==> config.mk <==
export PLATFORM = sky130hd
export DESIGN_NAME = axis_sat_counter
export DESIGN_NICKNAME = d
export VERILOG_FILES = /design/src/rtl/axis_checker_pkg.sv /design/src/rtl/axis_sat_counter.sv
export SDC_FILE = /design/constraint.sdc
export NUM_CORES = 1
export LEC_CHECK = 0
export BUFFER_PORTS_ARGS = -buffer_cell sky130_fd_sc_hd__buf_4
export CORE_ASPECT_RATIO = 1.2
export CORE_MARGIN = 2
export CORE_UTILIZATION = 60
export CTS_CLUSTER_DIAMETER = 200
export CTS_CLUSTER_SIZE = 16
export DETAILED_ROUTE_END_ITERATION = 8
export HOLD_SLACK_MARGIN = 0.05
export PLACE_DENSITY_LB_ADDON = 0.15
export SETUP_SLACK_MARGIN = 0.2
export SYNTH_ARGS = -nofsm -noshare
export SYNTH_HDL_FRONTEND = slang
export SYNTH_SLANG_ARGS = --single-unit
==> constraint.sdc <==
create_clock -name ACLK -period 4.55 [get_ports ACLK]
set_clock_uncertainty 0.2 [all_clocks]
set_input_delay 0 -clock ACLK [delete_from_list [all_inputs] [get_ports ACLK]]
set_output_delay 0 -clock ACLK [all_outputs]
set_load 0.02 [all_outputs]
==> src/rtl/axis_checker_pkg.sv <==
// Shared types and helpers for the AXI4-Stream pattern checker.
package axis_checker_pkg;

  typedef enum logic [1:0] {IDLE, ACTIVE, DRAIN} stateT;

  // Galois LFSR for x^16+x^14+x^13+x^11+1, right-shifting form.
  localparam logic [15:0] LfsrSeed = 16'hACE1;
  localparam logic [15:0] LfsrTaps = 16'hB400;

  // Increment v, holding at the all-ones value of a width-bit counter.
  function automatic logic [63:0] satInc(input logic [63:0] v, input int unsigned width);
    logic [63:0] maxVal;
    maxVal = (width >= 64) ? '1 : ((64'd1 << width) - 64'd1);
    return (v == maxVal) ? v : v + 64'd1;
  endfunction

endpackage

==> src/rtl/axis_sat_counter.sv <==
// Saturating event counter; a synchronous clear zeroes it before the same
// cycle's increment is applied, so clear+inc yields 1.
module axis_sat_counter
  import axis_checker_pkg::*;
#(
  parameter int unsigned CNT_WIDTH = 32
) (
  input  logic                 ACLK,
  input  logic                 ARESETN,
  input  logic                 inc,
  input  logic                 clr,
  output logic [CNT_WIDTH-1:0] value
);

  logic [CNT_WIDTH-1:0] base;
  logic [CNT_WIDTH-1:0] nextVal;

  // Clear first, then apply the saturating increment.
  always_comb begin
    base    = clr ? '0 : value;
    nextVal = inc ? CNT_WIDTH'(satInc(64'(base), CNT_WIDTH)) : base;
  end

  // Counter register.
  always_ff @(posedge ACLK or negedge ARESETN) begin
    if (!ARESETN) value <= '0;
    else          value <= nextVal;
  end

endmodule

# Yosys cells after proc, flatten, opt, wreduce, memory -nomap -nowiden
# Cells that the tools add are included.
[word_totals]
mem_bits_ro = 0
reg_bits = 32
input_bits = 4
latch_bits = 0
n_memories = 0
ram_bits = 0
wordCells = 6
[op_classes]
add_sub_neg = 1
n_eq_ne = 1
n_shift = 0
div = 0
mul = 0
n_lt_le_gt_ge = 0
muxes = 3
n_bitwise = 0
reduce_logical = 0
[op_table]
columns = ["cell", "count"]
rows = [
  ["32-bit 2-to-1 mux", 3],
  ["32-bit by 1-bit adder with 32-bit output, second input constant", 1],
  ["32-bit equality test, second input constant", 1],
]

# Logic depth before layout (Yosys ltp)
# Gate-level depths: netlist (run 1).
[depth]
word_depth = 4
ltp_mapped = 10

# Worst setup path after synthesis (run 1)
# No wires, ideal clock.
[synth_timing]
kind = "reg2reg"
startpoint = "register value[0]"
endpoint = "register value[7]"
path_stages_with_launch = 8
required_ns = 4.223
setup_ns = 0.127
arrival_ns = 1.963
path_slack_ns = 2.259
path_cell_list = "dfrtp_1 > nor2b_1 > ha_1 > nand3_1 > nor4_1 > and3_1 > nand4b_1 > mux2_1"
[synth_between]
elab_chain_cells = 4
word_cells_on_any_way = 5
cone_classes = "add/sub: 1; eq/ne: 1; mux: 3"
[synth_rtl]
columns = ["item", "line_no", "source"]
rows = [
  ["start: declaration", "axis_sat_counter.sv:12", "output logic [CNT_WIDTH-1:0] value"],
  ["start signal: assignment", "axis_sat_counter.sv:27", "else value <= nextVal;"],
  ["32-bit 2-to-1 mux *", "axis_sat_counter.sv:20", "base = clr ? '0 : value;"],
  ["32-bit by 1-bit adder with 32-bit output / 32-bit equality test (equally long branches)", "axis_checker_pkg.sv:14", "return (v == maxVal) ? v : v + 64'd1;"],
  ["32-bit 2-to-1 mux *", "axis_checker_pkg.sv:14", ""],
  ["32-bit 2-to-1 mux *", "axis_sat_counter.sv:21", "nextVal = inc ? CNT_WIDTH'(satInc(64'(base), CNT_WIDTH)) : base;"],
  ["named net nextVal[7]", "axis_sat_counter.sv:16", "logic [CNT_WIDTH-1:0] nextVal;"],
]
# The timed path passes the listed nets; every way through them passes the cells marked *.

# Worst setup path in the final report (run 1)
[layout_timing]
startpoint = "input port clr"
endpoint = "register value[7]"
[layout_between]
elab_chain_cells = 4
word_cells_on_any_way = 5
cone_classes = "add/sub: 1; eq/ne: 1; mux: 3"
[layout_rtl]
columns = ["item", "line_no", "source"]
rows = [
  ["start: declaration", "axis_sat_counter.sv:11", "input logic clr,"],
  ["32-bit 2-to-1 mux *", "axis_sat_counter.sv:20", ""],
  ["32-bit by 1-bit adder with 32-bit output / 32-bit equality test (equally long branches)", "axis_checker_pkg.sv:14", ""],
  ["32-bit 2-to-1 mux", "axis_checker_pkg.sv:14", ""],
  ["32-bit 2-to-1 mux *", "axis_sat_counter.sv:21", ""],
  ["named net nextVal[7]", "axis_sat_counter.sv:16", ""],
]
# Marks and branches as above.

==> impl_metrics.toml, run 1 <==
[finish]
final_util_pct = 73.9
layout_common_cells = "buf_4, dfrtp_1, nand2_1, nor2_1, nand3_1"
area_growth_pct = 20.0
nets = 254
reg_top3 = "value: 32 flops"
diodes = 0
fill_cells = 257
drive_gt1_share_pct = 25.6
largest_reg_flops = 32
top_register = "value"
layout_commonest_cell = "buf_4"

[sta]
tns_ns = 0
layout_setup_ws_ns = 1.81
fin_crit_ns = 2.74
drv_slew = 0
clock.fmax_mhz = 365
grt_setup_unrepaired = "no"
setup_viol_count_final = 0
relSlewSlack_pct = 55.9
worst_pin_slew_ns = 0.659
post-route-period-util_pct = 60.2
hold_viol = 0

[job]
maxCapViolCount = 0

[min_path]
holdPathStages = 1
hold_class = "reg2reg"

[setup_path]
worstSetupEndpointType = "flip-flop"
crit_chain = "dlygate4sd3_1, buf_4, nor2b_1, ha_1, nand3_1, nor4_1, and3_1, nand4b_1, mux2_1"
r2r_cells = 7
crit_fanout = 41
worstPathArrival_ns = 2.71
required_ns = 4.52
critPathMaxStageDelay_ns = 0.53
crit_type = "in2reg"
r2r_slack_ns = 1.92
worst_setup_path_start_kind = "input port"
crit_slowest_cell = "dlygate4sd3_1"

[power]
worst_ir_drop_vdd_mv = 0.197
power.leakage_uw = 0.00112
power.total_uw = 559
power_density_mw_per_mm2 = 231

[synth]
syn_area_mm2 = 0.00202
synth_warnings = 0
synthCells = 209
synth-main-ff-cell = "dfrtp_1"
ys_async_sr_fraction_pct = 100
syn_nets = 214
seq_area_frac_synth_pct = 39.7
syn_avg_cell_area_um2 = 9.66
synth_seq_cells = 32
synth_cell_types = 47
synth_edf_count = 0

[die]
ios = 36
rows = 23
die_h_um = 67.6
fp.dieW_um = 57.0
start_util_pct = 61.6
coreArea_mm2 = 0.00328
die_area_mm2 = 0.00385

[cts]
cts_sinks = 32
post_cts_buffers = 0
cts.path.max_buffers = 2
cts_tree = "done"
cts_inserted_buffers = 5
clk_pin_slew_ns = 0.07
clk_latency_ns = 0.29
htree_num_levels = 2
clock-root-buffer = "clkbuf_8"

[grt]
grt_max_degree = 42
gr-total-overflow = 0
antenna_found_initial = 0
grt_pass1_wl_um = 7630
grt_pass1_vias = 1669
track_usage_pct = 25.8

[route]
wl_per_cell_um = 16.2
ant_nets = 0
initialDrtViolationCount = 68
drc = 0
vias = 1768
first_pass_iters = 4
wl_um = 4640
via_per_inst = 6.16

[place]
dp_worst_setup_slack_ns = 1.97
io_buffers = 35
dp_hpwl_um = 3120
place_congestion = 0.880

[status]
status = "finished clean"
[critical path: cells and delay by family]
kind,cells,cell delay [ns]
adders and majority gates,1,0.25
and+or+nand+nor,5,1.35
buffers and inverters,2,0.78
muxes,1,0.32
[repair_timing]
item                      in CTS  in global routing
gates resized for setup        0                  0
hold buffers                   5                  0
hold endpoints to repair      52                  0
[metal layers]
layer	vias to the layer above	track usage [%]	routed length, um
met5	-	0	0
met4	0	10.8	93
met3	10	5.56	199
met2	53	47.7	2450
met1	856	28.7	1900
li1	849	-	-
[layout make-up]
type | instances | area (um^2) | area share, %
clock buffer | 6 | 82.6 | 3.41
clock inverter | 2 | 10.0 | 0.413
inverter | 5 | 18.8 | 0.774
multi-input combinational | 165 | 1140 | 47.1
sequential | 32 | 801 | 33.0
tap | 37 | 46.3 | 1.91
timing repair buffer | 40 | 323 | 13.3
[synth_stat cells (2+ instances only)]
cell type	instances	area share [%]
dfrtp_1	32	40
or3_1	8	2.5
a211oi_1	3	1.1
inv_1	5	0.93
nand2_1	18	3.3
and2b_2	4	1.7
nor4_1	8	2.5
nor3_1	4	0.99
o21ai_0	6	1.5
o21ai_1	2	0.50
nor4_4	3	3.2
and3_1	4	1.2
mux2_2	2	1.1
nor2b_1	10	3.1
xor2_1	2	0.87
clkbuf_8	2	1.4
xnor2_1	9	3.9
mux2_1	5	2.8
nand3_1	14	3.5
a21oi_1	10	2.5
nand4_1	11	3.4
o211ai_1	2	0.74
nand3b_1	3	1.1
nand4b_4	2	2.4
or4_1	3	1.1
nor2_1	14	2.6
clkbuf_1	3	0.56
[path summary, 6_finish.rpt]
kind | startpoint | end
max | clr | value[7]$_DFF_PN0_
min | value[31]$_DFF_PN0_ | value[31]$_DFF_PN0_
max reg2reg | value[0]$_DFF_PN0_ | value[7]$_DFF_PN0_
min reg2reg | value[31]$_DFF_PN0_ | value[31]$_DFF_PN0_
max in group asynchronous | ARESETN | value[27]$_DFF_PN0_
min in group asynchronous | ARESETN | value[2]$_DFF_PN0_
[power by group]
group | total (uW) | internal [uW] | switching, uW
registers | 291 | 287 | 3.88
logic | 41.2 | 16.7 | 24.5
clock network | 227 | 121 | 106
[per-stage QoR]
step           area, um^2  cells  hold slack [ns]
6_report             2420    287            0.363
5_1_grt              2420    287            0.380
3_5_place_dp         2270    274           -0.233
3_3_place_gp         2270    274           -0.237
4_1_cts              2420    287            0.356
2_1_floorplan        2020    209           -0.496
[kinds of logic (layout without fill, tap and decap cells)]
logic type | after synthesis | count (layout) | share of synthesized area, %
adder cells (fa/ha/maj) | 1 | 1 | 0.619
multiplexers | 8 | 8 | 4.40
AND/OR/NAND/NOR | 118 | 118 | 38.6
AO/OA/AOI/OAI | 27 | 27 | 8.18
buffers and inverters | 12 | 53 | 3.78
flip-flops | 32 | 32 | 39.7
XOR/XNOR | 11 | 11 | 4.77
(Power assumes the default switching activity.)
==> inputs of run 2 (changes only) <==
CORE_UTILIZATION = 50   (was 60)
clock period = 2.52 ns   (was 4.55 ns; I/O delays follow)
==> run 2 against run 1 <==
  * Flip-flop and latch count unchanged
  * Worst hold slack worse by 0.28 ns
  * Non-clock buffer count up 19
  * Clock-buffer cell count up 2
  * Clock power up 85%
  * Die area up 19%
  * Routed wire length up 9.7%
  * Critical path depth down 4
  * Core utilization down 5.9 points
  * Via count up 3.7%
  * Sequential power up 80%
  * Total power up 86%
==> impl_metrics.toml, run 2 (same netlist as run 1, synthesis figures left out) <==
[sta]
post-route-period-util_pct = 88.0
clock.fmax_mhz = 451
fin_crit_ns = 2.22
drv_slew = 0
worst_pin_slew_ns = 0.546
tns_ns = 0
grt_setup_unrepaired = "no"
setup_viol_count_final = 0
whs_ns = 0.0788
relSlewSlack_pct = 63.6
hold_viol = 0

[finish]
seq_area_um2 = 801
top_register = "value"
layout_common_cells = "buf_4, dfrtp_1, nand2_1, nor2_1, nand3_1"
diodes = 0
area_growth_pct = 31.6
layout_commonest_cell = "buf_4"
fill_cells = 326
multi_input_area_mm2 = 0.00119
final_util_pct = 68.0
largest_reg_flops = 32
nets = 273
reg_top3 = "value: 32 flops"
drive_gt1_share_pct = 30.9
finalInstanceArea_mm2 = 0.00266

[route]
via_per_inst = 5.67
first_pass_iters = 4
vias = 1833
wl_um = 5090
initialDrtViolationCount = 95
drc = 0
ant_nets = 0
wl_per_cell_um = 15.8

[die]
die_h_um = 73.6
fp.dieW_um = 62.0
coreArea_mm2 = 0.00391
start_util_pct = 51.6
rows = 25
ios = 36
die_area_mm2 = 0.00457

[power]
worst_ir_drop_vdd_mv = 0.296
power_density_mw_per_mm2 = 391
power.total_uw = 1040
power.leakage_uw = 0.00121

[status]
status = "finished clean"

[grt]
grt_max_degree = 33
grt_pass1_wl_um = 8290
gr-total-overflow = 0
grt_pass1_vias = 1766
antenna_found_initial = 0
track_usage_pct = 24.8

[place]
io_buffers = 35
dp_hpwl_um = 3380
place_area_mm2 = 0.00234
place_congestion = 0.828

[setup_path]
rr_startpoint = "value[21]$_DFF_PN0_"
r2r_cells = 5
worstSetupEndpointType = "flip-flop"
crit_fanout = 6
crit_type = "reg2reg"
crit_path_start = "value[21]$_DFF_PN0_"
worst_setup_path_start_kind = "flip-flop"
required_ns = 2.50
worstPathArrival_ns = 2.20

[min_path]
holdPathStages = 3
hold_class = "in2reg"
min_from = "clr"

[cts]
clk_latency_ns = 0.29
cts_tree = "done"
cts_sinks = 32
htree_num_levels = 2
cts_inserted_buffers = 5
clk_pin_slew_ns = 0.07
cts.path.max_buffers = 2
clock-root-buffer = "clkbuf_8"

[job]
maxCapViolCount = 0
==> run 2: cell count changes in the layout (fill, tap and decap cells not counted), moves of 2 or more <==
cell / change
dlygate4sd3_1: +8
nor4_1: -6
clkinv_2: -2
buf_4: +11
nor4_2: +6
clkbuf_1: +2
==> run 2: routing by layer <==
metal  wire (um)  up-vias  global-route usage, %  part of all wire [%]
met5           0        -                      0                     0
met4          99        0                   11.6                   1.9
met1        2260      892                   32.6                    44
li1            -      881                      -                     -
met2        2550       47                   39.5                    50
met3         185       13                   3.17                   3.6
==> run 2: what timing repair did <==
| item | 4_1_cts | 5_1_grt |
|---|---|---|
| gates resized for setup | 0 | 10 |
| setup endpoints to repair | 3 | 13 |
| pin swaps | 1 | 1 |
| setup buffers | 1 | 4 |
| hold buffers | 13 | 0 |
| hold endpoints to repair | 52 | 0 |
==> run 2: where the power goes <==
part / total (uW) / internal [uW] / switching, uW
combinational: 94.2 / 43.2 / 51.0
sequential: 525 / 519 / 6.04
clock: 421 / 223 / 198
total: 1040 / 785 / 255
==> run 2: worst paths after layout <==
kind,slack (ns),to
max,0.30,value[7]$_DFF_PN0_
min,0.08,value[1]$_DFF_PN0_
max reg2reg,0.30,value[7]$_DFF_PN0_
min reg2reg,0.35,value[31]$_DFF_PN0_
max in group asynchronous,1.40,value[15]$_DFF_PN0_
min in group asynchronous,0.54,value[5]$_DFF_PN0_
==> run 2: final cells by class <==
cell class,count,share of cell area (%)
clock buffers,8,3.39
flip-flops and latches,32,30.1
inverters,5,0.706
repair buffers,59,18.3
multi-input cells,165,45.0
well taps,54,2.54
==> run 2: metrics by stage <==
stage          instances  setup WS (ns)
2_1_floorplan        209          0.229
3_3_place_gp         297          0.265
3_5_place_dp         297          0.212
4_1_cts              319          0.212
5_1_grt              323          0.205
6_report             323          0.302
==> run 2: critical path: stages, from the launching register on <==
cell      delay (ns)
dfrtp_1         0.42
nand4_1         0.25
nor4_4          0.51
and3_1          0.27
nand4b_1        0.13
mux2_1          0.32
==> inputs of run 3 (changes only) <==
ABC_AREA = 1   (was not set)
CORE_UTILIZATION = 52   (was 50)
==> run 3 against run 2 <==
  * Register-to-register slack about the same
  * Synthesized cell count is 100% higher
  * Critical path depth grew 5
  * Global-route usage is 5.7 points higher
  * Via count rose by 56%
  * Largest cell class unchanged
==> impl_metrics.toml, run 3 <==
[synth]
synth_top_cell_area_share_pct = 31.4
synth-main-ff-cell = "dfrtp_1"
seq_area_frac_synth_pct = 31.4
yosys-top-cells-count = "nand2_1, nand3_1, nor2_1"
syn_area_mm2 = 0.00255
synth-xor-area-share_pct = 0
synth_edf_count = 0
synth.mux.area_fraction_pct = 0
yosysTopAreaCell = "dfrtp_1"
synth_compound_area_share_pct = 5.50
synth_seq_cells = 32
synth_top_family_by_area = "simple AND/OR/NAND/NOR gates"
synth_warnings = 0
synthAdderAreaFrac_pct = 0.491
syn_avg_cell_area_um2 = 6.04
yosysMostFrequentCell = "nand2_1"
ys_async_sr_fraction_pct = 100
yosys.area_share.simple_pct = 53.0
synthTopCellsByArea = "dfrtp_1, nand2_1, nand3_1"
syn_nets = 427
synthCells = 422
synth_cell_types = 17

[finish]
layout_commonest_cell = "nand2_1"
top_register = "value"
fill_cells = 458
area_growth_pct = 20.7
layout_common_cells = "nand2_1, nand3_1, nor2_1, inv_1, buf_4"
final_util_pct = 65.9
multi_input_area_mm2 = 0.00152
diodes = 0
finalInstanceArea_mm2 = 0.00307
drive_gt1_share_pct = 15.2
nets = 470
reg_top3 = "value: 32 flops"
seq_area_um2 = 801
largest_reg_flops = 32

[grt]
busiest_layer = "met2"
antenna_found_initial = 0
grt_max_degree = 55
grt_use_met2_pct = 48.2
track_usage_pct = 30.4
grt_pass1_wl_um = 12500
gr-total-overflow = 0
grt_pass1_vias = 2671
use_met3_pct = 5.60
grtUsageMet1_pct = 40.8

[setup_path]
cp.depth = 10
crit_chain = "inv_1, nor2_1, ha_2, nand3_1, nor2_4, nand2_1, nor2_1, nand3b_1, nand3_1, nand2_1"
worstSetupEndpointType = "flip-flop"
path_buf_inv = 1
critPathMaxStageDelay_ns = 0.37
worst_setup_path_start_kind = "flip-flop"
crit_type = "reg2reg"
worstPathArrival_ns = 2.18
crit_slowest_cell = "dfrtp_1"
crit_fanout = 6
r2r_cells = 10
required_ns = 2.50
cp_top_family = "simple AND/OR/NAND/NOR gates"

[die]
die_h_um = 80.7
die_area_mm2 = 0.00548
ios = 36
coreArea_mm2 = 0.00466
rows = 27
fp.dieW_um = 67.9
start_util_pct = 54.6

[cts]
clk_latency_ns = 0.29
clk_pin_slew_ns = 0.07
cts.path.max_buffers = 2
htree_num_levels = 2
cts_sinks = 32
post_cts_buffers = 0
cts_tree = "done"
clock-root-buffer = "clkbuf_8"
cts_inserted_buffers = 5

[place]
io_buffers = 35
place_area_mm2 = 0.00283
dp_hpwl_um = 5110
place_congestion = 0.906
dp_worst_setup_slack_ns = 0.292

[min_path]
holdPathStages = 5
hold_class = "in2reg"

[route]
wl_per_cell_um = 14.3
vias = 2859
ant_nets = 0
first_pass_iters = 5
wl_um = 7480
drc = 0
initialDrtViolationCount = 218
via_per_inst = 5.46

[sta]
setup_viol_count_final = 0
tns_ns = 0
fin_crit_ns = 2.20
layout_setup_ws_ns = 0.317
relSlewSlack_pct = 65.7
grt_setup_unrepaired = "no"
drv_slew = 0
clock.fmax_mhz = 454
post-route-period-util_pct = 87.4
worst_pin_slew_ns = 0.514
hold_viol = 0

[status]
status = "finished clean"

[job]
maxCapViolCount = 0

[power]
power.total_uw = 1050
worst_ir_drop_vdd_mv = 0.340
power_density_mw_per_mm2 = 340
power.leakage_uw = 0.00147
run 3: cell count changes after synthesis, moves of 8 or more:
cell and change:
or3_1 -8, a21oi_1 -10, o21ai_0 +13, nand3_2 +11, nand4_1 -11, xnor2_1 -9
nor2_1 +47, nand3_1 +56, nor2b_1 -10, nor4_1 -8, nand2_1 +140, inv_1 +33
run 3: logic make-up (layout without fill, tap and decap cells):
family / after synthesis / after routing
DFF: 32 / 32
AOI/OAI and AO/OA: 25 / 25
buffers and inverters: 54 / 98
and+or+nand+nor: 310 / 310
adders and majority gates: 1 / 1
run 3: power breakdown:
group,internal (uW),switching (uW)
logic,31.5,64.3
registers,517,2.65
clock network,218,212
run 3: what timing repair did:
item / 4_1_cts / 5_1_grt
resized for setup: 0 / 6
endpoints found under the hold margin: 64 / 0
hold buffers: 12 / 0
endpoints found under the setup margin: 0 / 29
run 3: layer usage:
layer / vias up / share of wire (%)
li1: 1424 / -
met4: 0 / 2.6
met1: 1303 / 44
met3: 16 / 6.5
met5: - / 0
met2: 116 / 46
run 3: layout make-up:
cell class / instances / share of cell area [%]
Clock inverter: 2 / 0.326
Multi-Input combinational cell: 336 / 49.4
Timing Repair Buffer: 51 / 14.4
Sequential cell: 32 / 26.0
Tap cell: 58 / 2.36
Inverter: 39 / 4.84
Clock buffer: 6 / 2.69
run 3: path summary, 6_finish.rpt:
kind | startpoint | end | slack [ns]
max | value[1]$_DFF_PN0_ | value[1]$_DFF_PN0_ | 0.32
min | clr | value[6]$_DFF_PN0_ | 0.1
max reg2reg | value[1]$_DFF_PN0_ | value[1]$_DFF_PN0_ | 0.32
min reg2reg | value[5]$_DFF_PN0_ | value[5]$_DFF_PN0_ | 0.45
max in group asynchronous | ARESETN | value[0]$_DFF_PN0_ | 1.40
min in group asynchronous | ARESETN | value[25]$_DFF_PN0_ | 0.53
run 3: tightest hold or removal path, stage by stage:
cell and delay, ns:
buf_4 0.13, inv_4 0.05, buf_12 0.19, nand2_1 0.09, o21ai_0 0.07
run 3: metrics by stage:
step / std cells / hold WS, ns
final: 524 / 0.0990
after global routing: 524 / 0.128
after CTS: 524 / 0.0810
after detailed placement: 504 / -0.221
after global placement: 504 / -0.223
after floorplan: 422 / -0.496
